`src/rtl/ccd_afe_pkg.sv`:
```
// Shared types, constants and helpers for the linear-CCD AFE line controller.
package ccd_afe_pkg;

    typedef enum logic [1:0] {
        ST_IDLE   = 2'd0,
        ST_DUMMY  = 2'd1,
        ST_OB     = 2'd2,
        ST_ACTIVE = 2'd3
    } state_e;

    // Default timing shared with the CCD timing generator
    localparam int unsigned DEF_D_WIDTH      = 16;
    localparam int unsigned DEF_SAMP_NUM     = 2048;
    localparam int unsigned DEF_DUMMY_NUM    = 10;
    localparam int unsigned DEF_OB_NUM       = 16;
    localparam int unsigned DEF_RS_LOW_WIDTH = 10;
    localparam int unsigned DEF_RS_DLY_NUM   = 2;
    localparam int unsigned DEF_F2_DLY_NUM   = 2;
    localparam int unsigned DEF_LCNT_W       = 16;

    function automatic int unsigned clog2(input int unsigned v);
        int unsigned r;
        r = 0;
        while ((64'd1 << r) < 64'(v)) r = r + 1;
        return r;
    endfunction

    function automatic logic [31:0] sat_sub(input logic [31:0] a, input logic [31:0] b);
        return (a > b) ? (a - b) : 32'd0;
    endfunction

endpackage

```
`src/rtl/ccd_dly_line.sv`:
```
// Fixed-depth shift register with synchronous active-low clear.
module ccd_dly_line #(
    parameter int unsigned DEPTH = 1
) (
    input  logic clk_i,
    input  logic rst_n_i,
    input  logic d_i,
    output logic q_o
);

    logic [DEPTH-1:0] sr_q;
    logic [DEPTH-1:0] sr_d;

    generate
        if (DEPTH == 1) begin : g_single
            assign sr_d = d_i;
        end else begin : g_multi
            assign sr_d = {sr_q[DEPTH-2:0], d_i};
        end
    endgenerate

    always_ff @(posedge clk_i) begin
        if (!rst_n_i) sr_q <= '0;
        else          sr_q <= sr_d;
    end

    assign q_o = sr_q[DEPTH-1];

endmodule

```
`src/rtl/ccd_afe_line_ctrl.sv`:
```
// AFE clock generation and per-line dummy/OB/active sequencing for a linear CCD.
module ccd_afe_line_ctrl
    import ccd_afe_pkg::*;
#(
    parameter int unsigned D_WIDTH      = DEF_D_WIDTH,
    parameter int unsigned SAMP_NUM     = DEF_SAMP_NUM,
    parameter int unsigned DUMMY_NUM    = DEF_DUMMY_NUM,
    parameter int unsigned OB_NUM       = DEF_OB_NUM,
    parameter int unsigned RS_LOW_WIDTH = DEF_RS_LOW_WIDTH,
    parameter int unsigned RS_DLY_NUM   = DEF_RS_DLY_NUM,
    parameter int unsigned F2_DLY_NUM   = DEF_F2_DLY_NUM,
    parameter int unsigned LCNT_W       = DEF_LCNT_W
) (
    input  logic               sys_clk,
    input  logic               sys_rst_n,
    input  logic               sh,
    input  logic               f2,
    input  logic               rs,
    input  logic               ob_en,
    input  logic [D_WIDTH-1:0] DATA_IN,
    output logic               SHP,
    output logic               SHD,
    output logic               DATACLK,
    output logic [D_WIDTH-1:0] tdata,
    output logic               tvalid,
    output logic               tuser,
    output logic               tlast,
    output logic [D_WIDTH-1:0] ob_level,
    output logic [LCNT_W-1:0]  line_cnt,
    output logic               overrun
);

    localparam int unsigned OB_LOG  = clog2(OB_NUM);
    localparam int unsigned ACC_W   = D_WIDTH + OB_LOG;
    localparam int unsigned MAX_NUM = (SAMP_NUM > DUMMY_NUM)
        ? ((SAMP_NUM > OB_NUM) ? SAMP_NUM : OB_NUM)
        : ((DUMMY_NUM > OB_NUM) ? DUMMY_NUM : OB_NUM);
    localparam int unsigned PIX_RAW = clog2(MAX_NUM) + 1;
    localparam int unsigned PIX_W   = (PIX_RAW > 12) ? PIX_RAW : 12;

    state_e             state_q, state_d;
    logic [PIX_W-1:0]   pix_cnt_q, pix_cnt_d;
    logic [ACC_W-1:0]   acc_q, acc_d, acc_sum;
    logic [D_WIDTH-1:0] ob_level_q, ob_level_d;
    logic [D_WIDTH-1:0] tdata_q, tdata_d;
    logic [LCNT_W-1:0]  line_cnt_q, line_cnt_d;
    logic               tvalid_q, tvalid_d;
    logic               tuser_q, tuser_d;
    logic               tlast_q, tlast_d;
    logic               overrun_q, overrun_d;
    logic               sh_q, f2_q;
    logic               sh_rise, f2_rise;

    assign sh_rise = sh & ~sh_q;
    assign f2_rise = f2 & ~f2_q;
    assign acc_sum = acc_q + ACC_W'(DATA_IN);

    // Free-running AFE clocks, independent of line state
    ccd_dly_line #(.DEPTH(RS_DLY_NUM + 1)) u_rs_dly (
        .clk_i(sys_clk), .rst_n_i(sys_rst_n), .d_i(~rs), .q_o(SHP)
    );
    ccd_dly_line #(.DEPTH(RS_LOW_WIDTH + 1)) u_shp_dly (
        .clk_i(sys_clk), .rst_n_i(sys_rst_n), .d_i(SHP), .q_o(SHD)
    );
    ccd_dly_line #(.DEPTH(F2_DLY_NUM + 1)) u_f2_dly (
        .clk_i(sys_clk), .rst_n_i(sys_rst_n), .d_i(~f2), .q_o(DATACLK)
    );

    always_ff @(posedge sys_clk) begin
        if (!sys_rst_n) begin
            state_q    <= ST_IDLE;
            pix_cnt_q  <= '0;
            acc_q      <= '0;
            ob_level_q <= '0;
            tdata_q    <= '0;
            line_cnt_q <= '0;
            tvalid_q   <= 1'b0;
            tuser_q    <= 1'b0;
            tlast_q    <= 1'b0;
            overrun_q  <= 1'b0;
            sh_q       <= 1'b0;
            f2_q       <= 1'b0;
        end else begin
            state_q    <= state_d;
            pix_cnt_q  <= pix_cnt_d;
            acc_q      <= acc_d;
            ob_level_q <= ob_level_d;
            tdata_q    <= tdata_d;
            line_cnt_q <= line_cnt_d;
            tvalid_q   <= tvalid_d;
            tuser_q    <= tuser_d;
            tlast_q    <= tlast_d;
            overrun_q  <= overrun_d;
            sh_q       <= sh;
            f2_q       <= f2;
        end
    end

    // A new line start preempts everything, including a coincident pixel
    always_comb begin
        state_d    = state_q;
        pix_cnt_d  = pix_cnt_q;
        acc_d      = acc_q;
        ob_level_d = ob_level_q;
        tdata_d    = tdata_q;
        line_cnt_d = line_cnt_q;
        tvalid_d   = 1'b0;
        tuser_d    = 1'b0;
        tlast_d    = 1'b0;
        overrun_d  = 1'b0;

        if (sh_rise) begin
            overrun_d = (state_q != ST_IDLE);
            state_d   = ST_DUMMY;
            pix_cnt_d = '0;
        end else if (f2_rise) begin
            case (state_q)
                ST_DUMMY: begin
                    if (pix_cnt_q == PIX_W'(DUMMY_NUM - 1)) begin
                        state_d   = ST_OB;
                        pix_cnt_d = '0;
                        acc_d     = '0;
                    end else begin
                        pix_cnt_d = pix_cnt_q + PIX_W'(1);
                    end
                end
                ST_OB: begin
                    if (pix_cnt_q == PIX_W'(OB_NUM - 1)) begin
                        ob_level_d = D_WIDTH'(acc_sum >> OB_LOG);
                        state_d    = ST_ACTIVE;
                        pix_cnt_d  = '0;
                    end else begin
                        acc_d     = acc_sum;
                        pix_cnt_d = pix_cnt_q + PIX_W'(1);
                    end
                end
                ST_ACTIVE: begin
                    tvalid_d = 1'b1;
                    tdata_d  = ob_en ? D_WIDTH'(sat_sub(32'(DATA_IN), 32'(ob_level_q))) : DATA_IN;
                    tuser_d  = (pix_cnt_q == '0);
                    tlast_d  = (pix_cnt_q == PIX_W'(SAMP_NUM - 1));
                    if (pix_cnt_q == PIX_W'(SAMP_NUM - 1)) begin
                        state_d    = ST_IDLE;
                        pix_cnt_d  = '0;
                        line_cnt_d = line_cnt_q + LCNT_W'(1);
                    end else begin
                        pix_cnt_d = pix_cnt_q + PIX_W'(1);
                    end
                end
                default: ;
            endcase
        end
    end

    assign tdata    = tdata_q;
    assign tvalid   = tvalid_q;
    assign tuser    = tuser_q;
    assign tlast    = tlast_q;
    assign ob_level = ob_level_q;
    assign line_cnt = line_cnt_q;
    assign overrun  = overrun_q;

endmodule

```
`config.mk`:
```
export PLATFORM = sky130hd
export DESIGN_NAME = ccd_afe_line_ctrl
export DESIGN_NICKNAME = d
export VERILOG_FILES = /design/src/rtl/ccd_afe_pkg.sv /design/src/rtl/ccd_dly_line.sv /design/src/rtl/ccd_afe_line_ctrl.sv
export SDC_FILE = /design/constraint.sdc
export NUM_CORES = 1
export LEC_CHECK = 0
export ABC_AREA = 1
export CAP_MARGIN = 20
export CORE_UTILIZATION = 23
export DETAILED_ROUTE_END_ITERATION = 8
export PLACE_DENSITY = 0.44
export SYNTH_ARGS = -nofsm -noshare
export SYNTH_HDL_FRONTEND = slang
export SYNTH_SLANG_ARGS = --single-unit
```
`constraint.sdc`:
```
create_clock -name sys_clk -period 5.8 [get_ports sys_clk]
set_clock_uncertainty 0.05 [all_clocks]
set_input_delay 0.87 -clock sys_clk [delete_from_list [all_inputs] [get_ports sys_clk]]
set_output_delay 0.87 -clock sys_clk [all_outputs]
set_load 0.02 [all_outputs]
```
==> reports/qor.yml <==
status: "completed"
tightest_slew_ps: 823.5
ant_nets: 0
cts_tree: "yes"
fp.dieW_um: 169.0
crit_fanout: 12
grtUsageMet3: 0.02408
ys_ff_latch: 105
grt_overflow: 0
cp.required_ps: 6050
antenna_found_initial: 0
rsz0062_at_grt: "false"
h-tree-depth: 3
netlist_area_mm2: 0.006412
nFillCells: 3058
synth_nets: 1061
initial_utilization: 0.2360
yosys_warnings: 0
remaining_drc_errors: 0
hpwlAfterDp_um: 14540
clockRootBuffer: "clkbuf_16"
r2r-start: "pix_cnt_q[0]"
grt_pass1_vias: 5875
drive_gt1_frac: 0.04182
hold_path_startpoint: "u_shp_dly.sr_q[4]"
cap_violations: 0
arrival_ps: 3140
avgViaCountPerCell: 4.218
multi_input_area_mm2: 0.003616
grt_util_met1: 0.1738
first_iter_violations: 260
r2r_end: "line_cnt[8]"
dr.pass1.iters: 5
path_clk_slew_ps: 80
grt_use_total: 0.1356
wl_um: 18810
grt_pass1_wl_um: 30240
seq_area_mm2: 0.002102
finalMaxSlewViolations: 0
cts_buffers: 9
min_to: "u_shp_dly.sr_q[5]"
setup.worst_path.start: "DATA_IN[0]"
dieArea_mm2: 0.02855
hold_buffers: 0
worst_setup_path_end_kind: "flip-flop"
finalSetupTns_ps: 0
cts_setup_buffers: 0
grt_max_degree: 51
maxSlewHeadroom: 0.4497
portBuffers: 76
n_antenna_cell: 0
clkSinkCount: 105
finalNetCount: 1131
busiest_layer: "met2"
crit_type: "in2reg"
hold_depth: 2
rows: 60
post_layout_nonfiller_instances: 1448
rrSetupSlack_ps: 3580
io_pins: 77
ys.flop_type: "dfxtp_1"
yosysUniqueCellTypes: 39
synthArstFlopShare: 0
worstSetupStartpointType: "primary input"
ys_seq_area_frac: 0.3278
ir_worst_vdd_uv: 121.8
post-route-period-util: 0.4991
cts_buffer_depth: 2
fmax_ghz: 0.3454
power_density_mw_per_mm2: 192.0
worstRegToRegCells: 9
hold_viol_final: 0
wire_per_inst_um: 12.99
setup_viol: 0
die_h_um: 169.0
synthCells: 1001
postCtsResizedCells: 0
core_mm2: 0.02718
synth_edf_count: 0
grt_use_met2: 0.2328
place_congestion: 0.8863
insertion_delay_ps: 370
holdCritPathClass: "reg2reg"
placedCellCount: 1432
cellLeakagePower_uw: 0.003488
vias: 6107
synth.avg_cell_area_um2: 6.406
final.min_clock_period_ps: 2895
area_growth_pct: 22.30
-- critical path, stage by stage --
cell	delay [ps]
clkdlybuf4s50_1	520
inv_1	60
ha_1	230
fa_1	440
nor2_1	170
o21ai_1	90
nand2_1	120
nand2_1	60
nand2_1	70
nand3_2	110
inv_2	190
nand2_1	100
a21oi_2	110
-- state kept, by name, summed over array words and instances (netlist names), 2 cells and up --
register,count
acc_q,20
line_cnt,16
ob_level,16
tdata,16
pix_cnt_q,12
u_shp_dly.sr_q,11
u_f2_dly.sr_q,3
u_rs_dly.sr_q,3
state_q,2
-- Yosys cell counts (4+ instances only) --
cell	count	share of area
a21oi_1	93	0.073
clkbuf_1	12	0.0070
dfxtp_1	105	0.33
ha_1	36	0.070
inv_1	151	0.088
inv_2	7	0.0041
nand2_1	301	0.18
nand3_1	60	0.047
nand3b_1	6	0.0070
nand4_1	12	0.012
nor2_1	100	0.059
nor2_4	4	0.0070
nor3_1	17	0.013
o21ai_0	33	0.026
xnor2_1	8	0.011
xor2_1	16	0.022
-- per-stage QoR --
stage	util	hold WS [ps]	worst slack, ps	area (µm²)	power, µW
global placement	0.2779	341.6	2532	7551	894.9
global route	0.2886	384.8	2673	7843	1584
finish	0.2886	359.8	2905	7843	1505
floorplan	-	340.4	3294	6412	840.5
CTS	0.2886	362.3	2878	7843	1539
detailed placement	0.2779	347.5	2489	7551	893.8
-- logic make-up (layout without fill, tap and decap cells) --
family,Yosys count,count (layout),synth area share
xor+xnor,24,24,0.03278
compound gates,138,138,0.1126
simple gates,518,518,0.3420
flops,105,105,0.3278
buf+inv,178,253,0.1083
fa+ha+maj,38,38,0.07649
-- area by class of cell --
type	instances	area share
clock buffers	10	0.02920
clock inverters	6	0.007977
inverters	159	0.07610
multi-input cells	718	0.4611
flip-flops and latches	105	0.2680
well taps	372	0.05935
repair buffers	78	0.09828
-- metal layers --
metal | share of wire | vias up
li1 | - | 3305
met1 | 0.49 | 2705
met2 | 0.47 | 84
met3 | 0.031 | 13
met4 | 0.012 | 0
met5 | 0 | -
-- placed cells by master, fill, tap and decap left out, types with 2 or more instances in the layout --
master           Yosys  layout
clkinv_4             0       2
nand4_1             12      12
and2_1               2       2
xnor2_1              8       8
nor2_4               4       4
inv_2                7       7
clkdlybuf4s50_1      0      75
nand2_1            301     301
nand3b_1             6       6
xor2_1              16      16
fa_1                 2       2
ha_1                36      36
nor4_1               2       2
a21oi_2              3       3
inv_6                0       2
o21ai_1              3       3
o21ai_0             33      33
buf_4                2       2
nand3_2              3       3
clkbuf_16            0       9
nor3_1              17      17
a21oi_1             93      93
nor2_2               3       3
nand3_1             60      60
nor3_2               2       2
dfxtp_1            105     105
nor2_1             100     100
inv_1              151     151
and3_1               2       2
-- power by group --
| part | switching [µW] | internal [µW] | total [µW] |
|---|---|---|---|
| sequential | 1.86 | 724 | 726 |
| clock | 326 | 304 | 630 |
| combinational | 97.9 | 52.0 | 150 |
-- how the worst max path moves through the flow --
stage / endpoint / slack [ps] / cells after the start
floorplan: tdata[2] / 3290 / 13
global placement: tdata[3] / 2530 / 12
detailed placement: tdata[4] / 2490 / 13
CTS: tdata[4] / 2880 / 13
global route: line_cnt[11] / 2670 / 12
finish: tdata[4] / 2910 / 13
Power figures use the tool's default switching activity.
